## config.mk

```make
export PLATFORM = sky130hd
export DESIGN_NAME = tiled_matvec
export DESIGN_NICKNAME = d
export VERILOG_FILES = /design/src/rtl/tiled_matvec_pkg.sv /design/src/rtl/tiled_matvec_tile_reduce.sv /design/src/rtl/tiled_matvec.sv
export SDC_FILE = /design/constraint.sdc
export NUM_CORES = 1
export LEC_CHECK = 0
export ABC_AREA = 1
export CORE_MARGIN = 4
export CORE_UTILIZATION = 50
export DETAILED_ROUTE_END_ITERATION = 10
export HOLD_SLACK_MARGIN = 0.08
export PLACE_DENSITY = 0.79
export SLEW_MARGIN = 10
export SYNTH_ARGS = -nofsm -noshare
export SYNTH_HDL_FRONTEND = slang
export SYNTH_SLANG_ARGS = --single-unit
```

## constraint.sdc

```tcl
create_clock -name clk -period 10.6 [get_ports clk]
set_input_delay 1.06 -clock clk [delete_from_list [all_inputs] [get_ports clk]]
set_output_delay 1.06 -clock clk [all_outputs]
set_load 0.01 [all_outputs]
```

## src/rtl/tiled_matvec_pkg.sv

```systemverilog
// rtl/tiled_matvec_pkg.sv - shared FSM state type and tile-count helpers for tiled_matvec
// Contents:
//   state_t    : IDLE / RUN / DONE controller states
//   tile_count : number of B x B tiles in a W x W matrix
//   cnt_width  : tile counter width (at least 1 bit)
package tiled_matvec_pkg;

  typedef enum logic [1:0] {
    IDLE = 2'd0,
    RUN  = 2'd1,
    DONE = 2'd2
  } state_t;

  function automatic int tile_count(input int w, input int b);
    return (w / b) * (w / b);
  endfunction

  function automatic int cnt_width(input int t);
    return (t > 1) ? $clog2(t) : 1;
  endfunction

endpackage

```

## src/rtl/tiled_matvec_tile_reduce.sv

```systemverilog
// rtl/tiled_matvec_tile_reduce.sv - combinational B x B tile times B-bit vector slice reduction
// Ports:
//   tile : B*B bits, row-major within the tile (tile[r*B+c] = tile row r, column c)
//   xs   : B-bit slice of the operand vector matching the tile columns
//   mode : 0 = XOR reduction, 1 = OR reduction
//   red  : B reduced bits, one per tile row
module tile_reduce #(
  parameter int B = 4
) (
  input  logic [B*B-1:0] tile,
  input  logic [B-1:0]   xs,
  input  logic           mode,
  output logic [B-1:0]   red
);

  always_comb begin
    red = '0;
    for (int r = 0; r < B; r++) begin
      red[r] = mode ? |(tile[r*B +: B] & xs) : ^(tile[r*B +: B] & xs);
    end
  end

endmodule

```

## src/rtl/tiled_matvec.sv

```systemverilog
// rtl/tiled_matvec.sv - tiled W x W Boolean/GF(2) matrix-vector multiplier, one tile per cycle
// Ports:
//   clk   : clock, rising edge
//   rst   : asynchronous active-high reset
//   start : begin one multiply (ignored while busy)
//   mode  : 0 = XOR reduction, 1 = OR reduction, sampled with start
//   x     : W-bit operand vector
//   A     : W*W-bit matrix, row-major (A[i*W+j] = row i, column j)
//   busy  : high while tiles are being processed
//   done  : one-cycle pulse when y is updated
//   y     : registered result, held until the next completion or reset
module tiled_matvec
  import tiled_matvec_pkg::*;
#(
  parameter int W = 16,
  parameter int B = 4
) (
  input  logic           clk,
  input  logic           rst,
  input  logic           start,
  input  logic           mode,
  input  logic [W-1:0]   x,
  input  logic [W*W-1:0] A,
  output logic           busy,
  output logic           done,
  output logic [W-1:0]   y
);

  localparam int NT = W / B;
  localparam int T  = tile_count(W, B);
  localparam int CW = cnt_width(T);

  generate
    if (W % B != 0) begin : g_bad_tiling
      $error("tiled_matvec: W must be a multiple of B");
    end
  endgenerate

  state_t         state, state_n;
  logic [W*W-1:0] a_q;
  logic [W-1:0]   x_q;
  logic           mode_q;
  logic [W-1:0]   acc, acc_n;
  logic [CW-1:0]  cnt;
  logic           last;
  logic           accept;
  int             ii, jj;
  logic [B*B-1:0] tile;
  logic [B-1:0]   xs;
  logic [B-1:0]   red;

  assign last   = (cnt == CW'(T - 1));
  assign accept = start && (state != RUN);

  always_ff @(posedge clk or posedge rst) begin
    if (rst) state <= IDLE;
    else     state <= state_n;
  end

  always_comb begin
    state_n = state;
    busy    = 1'b0;
    done    = 1'b0;
    case (state)
      IDLE: if (start) state_n = RUN;
      RUN: begin
        busy = 1'b1;
        if (last) state_n = DONE;
      end
      DONE: begin
        done    = 1'b1;
        state_n = start ? RUN : IDLE;
      end
      default: state_n = IDLE;
    endcase
  end

  // Tile select: counter runs row-tile outer, column-tile inner. Shifting the
  // captured operands keeps the slice muxes free of wide variable bit-selects.
  always_comb begin
    ii   = int'(cnt) / NT;
    jj   = int'(cnt) % NT;
    xs   = B'(x_q >> (jj * B));
    tile = '0;
    for (int r = 0; r < B; r++) begin
      tile[r*B +: B] = B'(a_q >> ((ii * B + r) * W + jj * B));
    end
  end

  tile_reduce #(.B(B)) u_reduce (
    .tile (tile),
    .xs   (xs),
    .mode (mode_q),
    .red  (red)
  );

  // Fold the tile's partial results into the accumulator rows of row-tile ii.
  always_comb begin
    acc_n = acc;
    for (int i = 0; i < W; i++) begin
      if (i / B == ii) begin
        acc_n[i] = mode_q ? (acc[i] | red[i % B]) : (acc[i] ^ red[i % B]);
      end
    end
  end

  always_ff @(posedge clk or posedge rst) begin
    if (rst) begin
      a_q    <= '0;
      x_q    <= '0;
      mode_q <= 1'b0;
      acc    <= '0;
      cnt    <= '0;
      y      <= '0;
    end else if (accept) begin
      a_q    <= A;
      x_q    <= x;
      mode_q <= mode;
      acc    <= '0;
      cnt    <= '0;
    end else if (state == RUN) begin
      acc <= acc_n;
      // The last tile's fold goes straight to y; the counter parks on T-1.
      if (last) y   <= acc_n;
      else      cnt <= cnt + 1'b1;
    end
  end

endmodule

```

; Word-level counts from Yosys, hierarchy flattened
; Index checks and enable logic that the tools add are counted.
[word_totals]
regBits = 311
n_memories = 0
latchBits = 0
ram_bits = 0
rom_bits = 0
[classes]
magnitude_cmp = 0
bitwise_logic = 37
shift = 5
mul = 0
n_div = 0
n_addsub = 8
eq_ne = 10
reduce_logical = 15
n_mux = 47
[ops]
columns = cell, n
row1 = $shr 256x10->4, 3
row2 = $shr 256x9->4, 1
row3 = $mux 1, 39
row4 = $logic_not 32->1, 1
row5 = $mux 16, 2
row6 = $add 9x4->10, 3
row7 = $and 4x4->4, 4
row8 = $or 1x1->1, 16
row9 = $reduce_or 4->1, 4
row10 = $reduce_xor 4->1, 4
row11 = $shr 16x4->4, 1
row12 = $xor 1x1->1, 16
row13 = $mux 4, 3
row14 = $add 4x2->5 const B, 2
row15 = $add 8x4->9, 1
row16 = $pmux 2 s3, 1
row17 = $add 4x1->5 const B, 1
row18 = $add 4x1->4 const B, 1
row19 = $eq 2x2->1 const A, 2
row20 = $eq 4x4->1 const B, 1
row21 = $mux 2, 2
row22 = $ne 2x1->1 const B, 2
row23 = $ne 2x2->1 const B, 2
row24 = $reduce_and 2->1, 2
row25 = 8 further kinds, 8

; Longest topological paths before layout
; Gate-level depths: netlist of the first run.
[logic_depth]
word_depth = 11
mapped_depth = 20
depth_no_buf = 17

; Modules after synthesis
; A second synthesis of the first run with hierarchy kept.
[hier_totals]
hier_cells = 2073
hier_area_um2 = 15583.7
[by_module_without_submodules]
columns = module, area_per_inst_um2, n_inst, seq_area_each_um2, cells_per_inst
row1 = tiled_matvec, 15294.7, 1, 7782.5, 2016
row2 = tile_reduce, 289.0, 1, 0.0, 57

; Worst setup path after synthesis of the first run
; Ideal clock, no wire load.
[synth_path]
path_kind = reg-to-reg
start = register cnt[0]
end = register y[14]
required_ns = 10.517
t_arrival_ns = 2.533
slack_ns = 7.985
setup_ns = 0.083
path_stages_with_launch = 18
cell_sequence = dfrtp_1 -> buf_2 -> inv_2 -> buf_4 -> buf_2 -> nor2_1 -> o22ai_1 -> o21ai_0 -> ha_1 -> inv_1 -> nand2_1 -> nand3_1 -> nand2_1 -> ha_1 -> nand2_1 -> o211ai_1 -> o211ai_1 -> o21ai_0
[synth_via]
elab_chain_cells = 8
elab_cells_between_ends = 13
[synth_lines]
columns = element, line
row1 = from (decl), tiled_matvec.sv:44  ; logic [CW-1:0] cnt;
row2 = from (signal assigned), tiled_matvec.sv:125  ; else cnt <= cnt + 1'b1;
row3 = $add 9x4->10, tiled_matvec.sv:86  ; tile[r*B +: B] = B'(a_q >> ((ii * B + r) * W + jj * B));
row4 = $shr 256x10->4, tiled_matvec.sv:86
row5 = $and 4x4->4, tiled_matvec_tile_reduce.sv:19  ; red[r] = mode ? |(tile[r*B +: B] & xs) : ^(tile[r*B +: B] & xs);
row6 = $reduce_xor 4->1 or $reduce_or 4->1 (tied branches), tiled_matvec_tile_reduce.sv:19
row7 = $mux 1, tiled_matvec_tile_reduce.sv:19
row8 = $xor 1x1->1 or $or 1x1->1 (tied branches), tiled_matvec.sv:102  ; acc_n[i] = mode_q ? (acc[i] | red[i % B]) : (acc[i] ^ red[i % B]);
row9 = $mux 1, tiled_matvec.sv:102
row10 = $mux 1, tiled_matvec.sv:101  ; if (i / B == ii) begin
row11 = to (signal assigned), tiled_matvec.sv:124  ; if (last) y <= acc_n;
row12 = to (decl), tiled_matvec.sv:26  ; output logic [W-1:0] y
; Several ways; a longest one is shown, not always the timed one.
; A chain may end at the register's enable or synchronous reset.

; Worst setup path after layout of the first run
; Same ends and word-level chain as after synthesis.

==> summary.md, run 1 <==
| Metric | Value |
|---|---|
| Row cnt | 63 |
| Top-count cell post-synth | nand2_1 |
| Final wirelength | 45.3 mm |
| Ranking of synthesized cells by area | dfrtp_1 51%, nand2_1 20%, o21ai_0 8.7% |
| Max IR drop VDD | 190 uV |
| Global-route wire length before repair | 72.2 mm |
| RR Startpoint | cnt[0]$_DFFE_PP0P_ |
| Initial antenna violation count | 0 |
| Worst EP required | 11020 ps |
| Cts repair resizes | 0 |
| HPWL Detailed | 31.0 mm |
| Total power | 5.82 mW |
| R2r setup slk | 6200 ps |
| DR vias/cell | 5.24 |
| Setup TNS | 0 ps |
| Max Cap Violations | 0 |
| Core Area | 30000 sq um |
| Initial core utilization | 51.1% |
| Hold path start | y[9]$_DFFE_PP0P_ |
| Drc violations | 0 |
| Worst-Skew Late Latency | 500 ps |
| Final setup skew | 16.5 ps |
| Max frequency | 0.227 GHz |
| Headroom to the max-slew limit | 19.2% |
| Post-synth ARST share | 100% |
| Post-Syn Instances | 2080 |
| Fin nets | 2587 |
| Syn Nets | 2366 |
| Arrival @ worst endpoint | 4820 ps |
| Final setup fails | 0 |
| Min Tclk post-route | 4400 ps |
| EDFF count, synth | 0 |
| Crit path kind | flip-flop to flip-flop |
| Maximum root-to-sink buffer count | 3 |
| Seq/Total Area, Yosys | 50.8% |
| Die Ht | 183 microns |
| Worst Hold End | y[9]$_DFFE_PP0P_ |
| Pwr/cell area | 300 nW/um^2 |
| CP max FO | 107 |
| Unrepaired setup endpoints after global routing | no |
| GP Congestion | 0.866 |
| Syn. warnings | 0 |
| Final hold vios | 0 |
| Root Buffer Master | clkbuf_16 |
| Setup Buffers After CTS | 0 |
| GR Overflow Total | 0 |
| # IOs | 294 |
| Largest net degree at the start of global routing | 257 |
| Clk sink count | 311 |
| Initial DRC count | 1297 |
| Die ar. | 33500 sq um |
| Synth cell count leaders | 826 x nand2_1, 311 x dfrtp_1, 280 x inv_1 |
| Reg2reg end | y[14]$_DFFE_PP0P_ |
| Post-synth top area cell | dfrtp_1 |
| Leak | 9.57 nW |
| Diodes inserted | 0 |
| CP Capture Type | flip-flop |
| DR WL/cell | 16.7 microns |
| CTS buffer count | 34 |
| Via count | 14226 |
| R2R depth | 15 |
| Number of synthesized register bits | 311 |
| Hold Buf Count CTS | 0 |
| Top cell type's share of synthesized area | 50.8% |
| GRT Total Usage | 26.6% |
| Pre-antenna DRT Iters | 5 |
| CTS tree | built |
| Syn Area/Cell | 7.36 sq um |
| Vias in the first global route | 13870 |
| Hold depth | 2 |
| Clk slew on worst S/H paths | 60 ps |
| H-tree Lvls | 2 |
| Post-layout util | 64.8% |
| Synth-to-layout area growth | 26.7% |
| Post-Syn Area | 15300 sq um |
| Prevailing post-synth register cell | dfrtp_1 |
| Status | finished clean |
| Post-route ant nets | 0 |
| Fin crit share | 41.5% |
| PortBufs | 293 |
| Share of cells above drive strength 1 | 3.14% |
| Slew Viols, Final | 0 |
| Die W | 183 microns |
| Least-Margin Pin Slew | 1210 ps |
| Startpoint Class | flip-flop |
| Post-synth cell types | 23 |
| Tightest Hold Check Type | flip-flop to flip-flop |
how the worst max path moves through the flow:
stage	from	end	slack, ps	cells after the start
floorplan	rst	a_q[0]$_DFFE_PP0P_	940	1
global placement	cnt[0]$_DFFE_PP0P_	y[14]$_DFFE_PP0P_	6500	15
detailed placement	cnt[0]$_DFFE_PP0P_	y[14]$_DFFE_PP0P_	6320	15
CTS	cnt[0]$_DFFE_PP0P_	y[14]$_DFFE_PP0P_	6330	15
global route	cnt[0]$_DFFE_PP0P_	y[14]$_DFFE_PP0P_	5860	15
finish	cnt[0]$_DFFE_PP0P_	y[14]$_DFFE_PP0P_	6200	15
cell type report:
class                      instances  area [sq um]
inverter                         285          1080
clock buffer                      50           995
multi-input combinational       1364          5880
tap                              390           488
timing repair buffer             305          3050
fill                            2558         10600
sequential                       311          7790
clock inverter                     8           118
flip-flops by register name, indices dropped and copies added (netlist names):
name / flops
a_q: 256
acc: 16
cnt: 4
mode_q: 1
state: 2
x_q: 16
y: 16
report_power, final:
group          leakage, nW  switching [mW]  internal, mW  total (mW)
clock network        0.542           0.464         0.723        1.19
registers             3.83           0.245          1.75        2.00
logic                 5.19            1.75         0.879        2.63
placed cells by master (no fill, tap or decap):
master | netlist | layout
ha_1 | 10 | 10
nand2_4 | 1 | 1
dfrtp_4 | 0 | 1
nor3_4 | 1 | 1
clkbuf_16 | 0 | 37
nand3_1 | 178 | 178
inv_4 | 0 | 1
inv_1 | 280 | 279
nor2_4 | 1 | 2
o22ai_1 | 4 | 4
buf_12 | 0 | 2
clkinvlp_4 | 0 | 1
dfrtp_2 | 0 | 1
inv_2 | 3 | 1
clkbuf_8 | 0 | 2
clkinv_2 | 1 | 6
bufinv_16 | 0 | 3
o21ai_1 | 15 | 15
nand2_1 | 826 | 826
nor2_1 | 44 | 40
clkinv_1 | 1 | 1
nor2_2 | 0 | 3
inv_8 | 0 | 1
clkbuf_1 | 29 | 11
nand4_1 | 15 | 15
dfrtp_1 | 311 | 309
o21ai_0 | 265 | 265
a21oi_1 | 2 | 2
buf_4 | 11 | 10
o211ai_1 | 2 | 2
clkdlybuf4s50_1 | 0 | 293
logic make-up (layout without fill, tap and decap cells):
group                      after synthesis  count (layout)  synth area share, %
DFF                                    311             311                 50.8
buffers and inverters                  405             648                 10.9
AOI/OAI and AO/OA                      288             288                 9.48
adders and majority gates               10              10                0.817
and+or+nand+nor                       1066            1066                 28.0
metal layers:
metal	track usage [%]	wire, microns
met5	0	0
met4	8.82	1460
met2	41.2	20300
met1	38.5	19700
met3	4.48	3790
through the flow:
step | setup WS, ps | cell area, sq um | std cells | hold WS, ps
after floorplan | 939 | 15300 | 2080 | 437
after global placement | 6500 | 18300 | 2655 | 455
after detailed placement | 6320 | 18300 | 2655 | 461
after CTS | 6330 | 19400 | 2713 | 474
after global routing | 5860 | 19400 | 2713 | 490
final | 6200 | 19400 | 2713 | 476
critical path, stage by stage (launching register included):
cell      delay, ps
dfrtp_4         770
inv_4           350
buf_4           910
o21ai_0         170
o22ai_1         370
o21ai_0         200
ha_1            330
inv_1            60
nand2_1          40
nand3_1         190
nand2_1          90
ha_1            280
nand2_1          50
o211ai_1         90
o211ai_1        130
o21ai_0         180
Power figures use the tool's default switching activity.
==> run 2: changes to the inputs <==
- clock period: 10.6 -> 4.48 ns (I/O delays scaled with it)
==> run 2 against run 1 <==
Largest power group unchanged. Count of clock-buffer cells in the layout shrank 4. Combinational power grew 140%. Utilization shrank 0.23 points. Die area is the same. Sequential power grew 130%. Cell area shrank 0.35%.
==> summary.md, run 2 (synthesis results as in run 1) <==
| Metric | Value |
|---|---|
| Slew Viols, Final | 0 (unchanged) |
| Final wirelength | 45.1 mm (-0.34%) |
| Clk slew on worst S/H paths | 60 ps (about the same) |
| GP Congestion | 0.879 (+1.6%) |
| Hold path start | A[250] |
| GRT Total Usage | 26.0% (-0.61 points) |
| RR Startpoint | cnt[0]$_DFFE_PP0P_ |
| Largest net degree at the start of global routing | 218 (-15%) |
| Unrepaired setup endpoints after global routing | no |
| CP max FO | 145 (+36%) |
| Placed cell area | 18400 sq um (+0.70%) |
| Final Non-Filler Cells | 2709 (-0.15%) |
| Max Cap Violations | 0 (unchanged) |
| Die W | 183 microns (unchanged) |
| Most frequent cells in the layout | 826 x nand2_1, 309 x dfrtp_1, 293 x clkdlybuf4s50_1 |
| R2r setup slk | 1140 ps (-5060 ps) |
| HPWL Detailed | 32.2 mm (+3.9%) |
| Worst EP required | 4960 ps (-6060 ps) |
| Root Buffer Master | clkbuf_16 |
| Fin nets | 2590 (+0.12%) |
| Final setup fails | 0 (unchanged) |
| Leak | 9.53 nW (-0.41%) |
| Clk sink count | 311 (unchanged) |
| Startpoint Class | flip-flop |
| Cts repair resizes | 0 (unchanged) |
| Initial DRC count | 1570 (+21%) |
| Least-Margin Pin Slew | 1170 ps (-40.9 ps) |
| Hold Buf Count CTS | 0 (unchanged) |
| Crit path kind | flip-flop to flip-flop |
| CP Capture Type | flip-flop |
| Die Ht | 183 microns (unchanged) |
| Vias in the first global route | 13490 (-2.7%) |
| Core Area | 30000 sq um (unchanged) |
| Via count | 14171 (-0.39%) |
| Status | finished clean |
| H-tree Lvls | 1 (-1) |
| Maximum root-to-sink buffer count | 3 (unchanged) |
| Largest register FFs | 256 (unchanged) |
| Synth-to-layout area growth | 26.2% |
| Total power | 13.4 mW (+130%) |
| Global-route wire length before repair | 70.8 mm (-1.8%) |
| CTS tree | built |
| Initial antenna violation count | 1 (+1) |
| Arrival @ worst endpoint | 3820 ps (-1000 ps) |
| # IOs | 294 (unchanged) |
| DR vias/cell | 5.23 (-0.24%) |
| Tightest Hold Check Type | primary input to flip-flop |
| Setup Buffers After CTS | 0 (unchanged) |
| Min Tclk post-route | 3340 ps (-1060 ps) |
| Pre-antenna DRT Iters | 5 (unchanged) |
| Share of cells above drive strength 1 | 3.10% (-0.038 points) |
| Max IR drop VDD | 611 uV (+220%) |
| Headroom to the max-slew limit | 21.9% (+2.7 points) |
| Worst setup path startpoint | cnt[0]$_DFFE_PP0P_ |
| Final setup skew | 11.6 ps (-4.81 ps) |
| Commonest non-fill, non-tap cell in the layout | nand2_1 |
| CTS buffer count | 31 (-8.8%) |
| Row cnt | 63 (unchanged) |
| Final worst setup slack | 1140 ps (-5060 ps) |
| Max frequency | 0.299 GHz (+32%) |
| Post-Place Cells | 2661 (+0.23%) |
| Initial core utilization | 51.1% (unchanged) |
| Biggest register | a_q |
| Worst-Skew Late Latency | 560 ps (+60 ps) |
| Final hold vios | 0 (unchanged) |
| Diodes inserted | 0 (unchanged) |
| Post-route ant nets | 0 (unchanged) |
| PortBufs | 293 (unchanged) |
| Drc violations | 0 (unchanged) |
| Post-route cell area | 19300 sq um (-0.35%) |
| Dpl ws | 1150 ps (-5160 ps) |
| DR WL/cell | 16.6 microns (-0.19%) |
| GR Overflow Total | 0 (unchanged) |
| Pwr/cell area | 695 nW/um^2 (+130%) |
| Die ar. | 33500 sq um (unchanged) |
| Fin crit share | 74.7% (+33 points) |
## run 2: cell type report
class | instances | area, sq um
Clock buffer | 46 | 902
Clock inverter | 2 | 13.8
Fill cell | 2550 | 10600
Inverter | 285 | 1080
Multi-Input combinational cell | 1364 | 5880
Sequential cell | 311 | 7790
Tap cell | 390 | 488
Timing Repair Buffer | 311 | 3180
## run 2: critical path, stage by stage (launching register included)
cell,delay [ps]
dfrtp_4,440
buf_12,420
o21ai_0,200
o22ai_1,400
o21ai_0,180
ha_1,320
inv_1,60
nand2_1,40
nand3_1,220
nand2_1,90
ha_1,290
nand2_1,50
o211ai_1,80
o211ai_1,130
o21ai_0,190
## run 2: final timing paths
| check | endpoint | depth (start not counted) |
|---|---|---|
| worst max-delay path | y[14]$_DFFE_PP0P_ | 14 |
| worst min-delay path | a_q[250]$_DFFE_PP0P_ | 3 |
| worst max register to register | y[14]$_DFFE_PP0P_ | 14 |
| worst min register to register | a_q[251]$_DFFE_PP0P_ | 2 |
| max in group asynchronous | a_q[97]$_DFFE_PP0P_ | 3 |
| min in group asynchronous | a_q[22]$_DFFE_PP0P_ | 2 |
## run 2: metal layers
metal  routed length [microns]  part of all wire [%]  vias up  track usage, %
li1                          -                     -     6839               -
met1                     19600                    43     6561            38.2
met2                     20500                    45      686            41.2
met3                      3880                   8.6       83            3.45
met4                      1180                   2.6        2            6.79
met5                         7                 0.016        -               0
## run 2: power breakdown
part | internal, mW | switching [mW] | leakage (nW)
Sequential | 4.15 | 0.520 | 3.83
Combinational | 2.14 | 4.21 | 5.25
Clock | 1.37 | 1.04 | 0.450
## run 2: per-stage QoR
stage,utilization (%),hold WS (ps),setup TNS [ps]
floorplan,-,437,-33870
global placement,61.5,457,0
detailed placement,61.5,464,0
CTS,64.5,411,0
global route,64.5,434,0
finish,64.5,428,0
==> run 3: changes to the inputs <==
- CORE_UTILIZATION: 50 -> 48
- PLACE_DENSITY: 0.79 -> 0.8
- clock period: 4.48 -> 2.76 ns (I/O delays scaled with it)
==> run 3 against run 2 <==
Worst setup slack got worse by 1100 ps. Utilization barely moved. Sequential share of layout area shrank 2.0 points. Routed wire length up 5.4%. Power up 82%. Clock power rose by 100%. Final cell count is 2.3% higher. Combinational power increased by 89%. Maximum frequency up 23%. Hold slack got worse by 130 ps. Critical endpoint unchanged. Largest cell class unchanged.
==> summary.md, run 3 (synthesis results as in run 1) <==
| Metric | Value |
|---|---|
| Synth-to-layout area growth | 32.7% |
| HPWL Detailed | 33.0 mm (+2.6%) |
| Min Tclk post-route | 2710 ps (-631 ps) |
| H-tree Lvls | 2 (+1) |
| Leak | 9.98 nW (+4.8%) |
| Fillers | 2600 (+2.0%) |
| Root Buffer Master | clkbuf_16 |
| Commonest non-fill, non-tap cell in the layout | nand2_1 |
| Least-Margin Pin Slew | 781 ps (-386 ps) |
| Final Non-Filler Cells | 2771 (+2.3%) |
| Footprint of the multi-input gates | 6050 sq um (+2.9%) |
| CTS tree | built |
| DR WL/cell | 17.2 microns (+3.0%) |
| Core Area | 31500 sq um (+5.1%) |
| Post-route ant nets | 0 (unchanged) |
| Tightest Hold Check Type | primary input to flip-flop |
| Final hold vios | 0 (unchanged) |
| GP Congestion | 0.851 (-3.2%) |
| Largest register FFs | 256 (unchanged) |
| Diodes inserted | 0 (unchanged) |
| Clk slew on worst S/H paths | 60 ps (about the same) |
| Biggest register | a_q |
| Final setup skew | 16.7 ps (+5.09 ps) |
| Hold slack | 300 ps (-129 ps) |
| Global-route wire length before repair | 75.4 mm (+6.4%) |
| Status | finished clean |
| Slew Viols, Final | 0 (unchanged) |
| Initial DRC count | 1319 (-16%) |
| Headroom to the max-slew limit | 47.9% (+26 points) |
| Drc violations | 0 (unchanged) |
| Worst EP required | 3190 ps (-1770 ps) |
| PortBufs | 293 (unchanged) |
| Fin nets | 2631 (+1.6%) |
| Share of cells above drive strength 1 | 6.92% (+3.8 points) |
| Maximum root-to-sink buffer count | 3 (unchanged) |
| DR vias/cell | 5.29 (+1.1%) |
| CTS buffer count | 34 (+9.7%) |
| Final setup fails | 0 (unchanged) |
| GR Overflow Total | 0 (unchanged) |
| Sequential Area | 7790 sq um (unchanged) |
| Pwr/cell area | 1200 nW/um^2 (+73%) |
| GRT Total Usage | 26.3% (+0.32 points) |
| Vias in the first global route | 14502 (+7.5%) |
| Post-Place Cells | 2701 (+1.5%) |
| Max frequency | 0.368 GHz (+23%) |
| Max Cap Violations | 0 (unchanged) |
| Largest net degree at the start of global routing | 188 (-14%) |
| Most frequent cells in the layout | 809 x nand2_1, 309 x dfrtp_1, 293 x clkdlybuf4s50_1 |
| Worst-Skew Late Latency | 510 ps (-50 ps) |
| Unrepaired setup endpoints after global routing | yes |
| Initial antenna violation count | 0 (-1) |
| Crit path kind | flip-flop to flip-flop |
| Clk sink count | 311 (unchanged) |
| CP Capture Type | flip-flop |
| Startpoint Class | flip-flop |
| Fin crit share | 98.3% (+24 points) |
| Via count | 14661 (+3.5%) |
| Die W | 187 microns (+2.0%) |
| Final wirelength | 47.5 mm (+5.4%) |
| Pre-antenna DRT Iters | 5 (unchanged) |
| Row cnt | 65 (+3.2%) |
| Die ar. | 34800 sq um (+4.0%) |
| Initial core utilization | 48.7% (-2.5 points) |
| Total power | 24.4 mW (+82%) |
| Post-layout util | 64.6% (about the same) |
| Die Ht | 187 microns (+2.0%) |
| Arrival @ worst endpoint | 3150 ps (-670 ps) |
| CP max FO | 8 (-94%) |
| Max IR drop VDD | 699 uV (+14%) |
| # IOs | 294 (unchanged) |
run 3: changes by cell type in the layout (fill, tap and decap cells not counted), sizes merged:
cell,before,now
clkinv,4,11
clkbuf,46,48
bufinv,0,6
buf,18,52
inv,282,283
run 3: final cells by class:
type / instances / share of cell area (%)
repair buffers: 349 / 18.2
inverters: 285 / 5.36
clock buffers: 44 / 4.67
multi-input cells: 1364 / 29.8
well taps: 402 / 2.48
flip-flops and latches: 311 / 38.3
clock inverters: 16 / 1.24
run 3: routing by layer:
layer | track usage [%] | vias to the layer above | share of wire, %
li1 | - | 6935 | -
met1 | 37.1 | 6951 | 42
met2 | 41.9 | 677 | 46
met3 | 4.70 | 98 | 8.3
met4 | 8.13 | 0 | 3.4
met5 | 0 | - | 0
run 3: final timing paths:
path | from | to | slack [ps] | depth (start not counted)
worst min-delay path | A[251] | a_q[251]$_DFFE_PP0P_ | 300 | 3
max in group asynchronous | rst | a_q[169]$_DFFE_PP0P_ | 1750 | 3
worst max-delay path | cnt[0]$_DFFE_PP0P_ | y[14]$_DFFE_PP0P_ | 50 | 18
worst max register to register | cnt[0]$_DFFE_PP0P_ | y[14]$_DFFE_PP0P_ | 50 | 18
worst min register to register | x_q[9]$_DFFE_PP0P_ | x_q[9]$_DFFE_PP0P_ | 470 | 2
min in group asynchronous | rst | a_q[125]$_DFFE_PP0P_ | 320 | 3
run 3: critical path: stages (launching register included):
cell	delay [ps]
dfrtp_4	560
clkinv_8	140
buf_12	170
nand2_1	50
nand3_1	60
nand2_1	80
nand2_1	70
nand2_1	120
o21ai_1	70
ha_1	320
inv_1	60
nand2_1	60
nand3_2	90
nand2_2	70
ha_4	250
nand2_1	50
o211ai_1	100
o211ai_1	130
o21ai_1	180
run 3: through the flow:
stage	TNS (ps)	setup slack, ps	cell area (sq um)
after floorplan	-515300	-1660	15300
after detailed placement	-1600	-179	18700
after CTS	0	3.08	20000
after global placement	-130	-79.3	18700
final	0	45.9	20300
after global routing	-80.8	-63.1	20300
run 3: power breakdown:
part	switching [mW]	total (mW)	internal, mW
logic	7.55	12.0	4.42
registers	0.811	7.55	6.74
clock network	1.86	4.86	3.00
total	10.2	24.4	14.2
run 3: what timing repair did:
item                       4_1_cts  5_1_grt
setup buffers                    2        3
hold buffers                     0        0
pin swaps                        0       14
gates cloned                     2        4
resized for setup               10       60
setup endpoints to repair       18       26
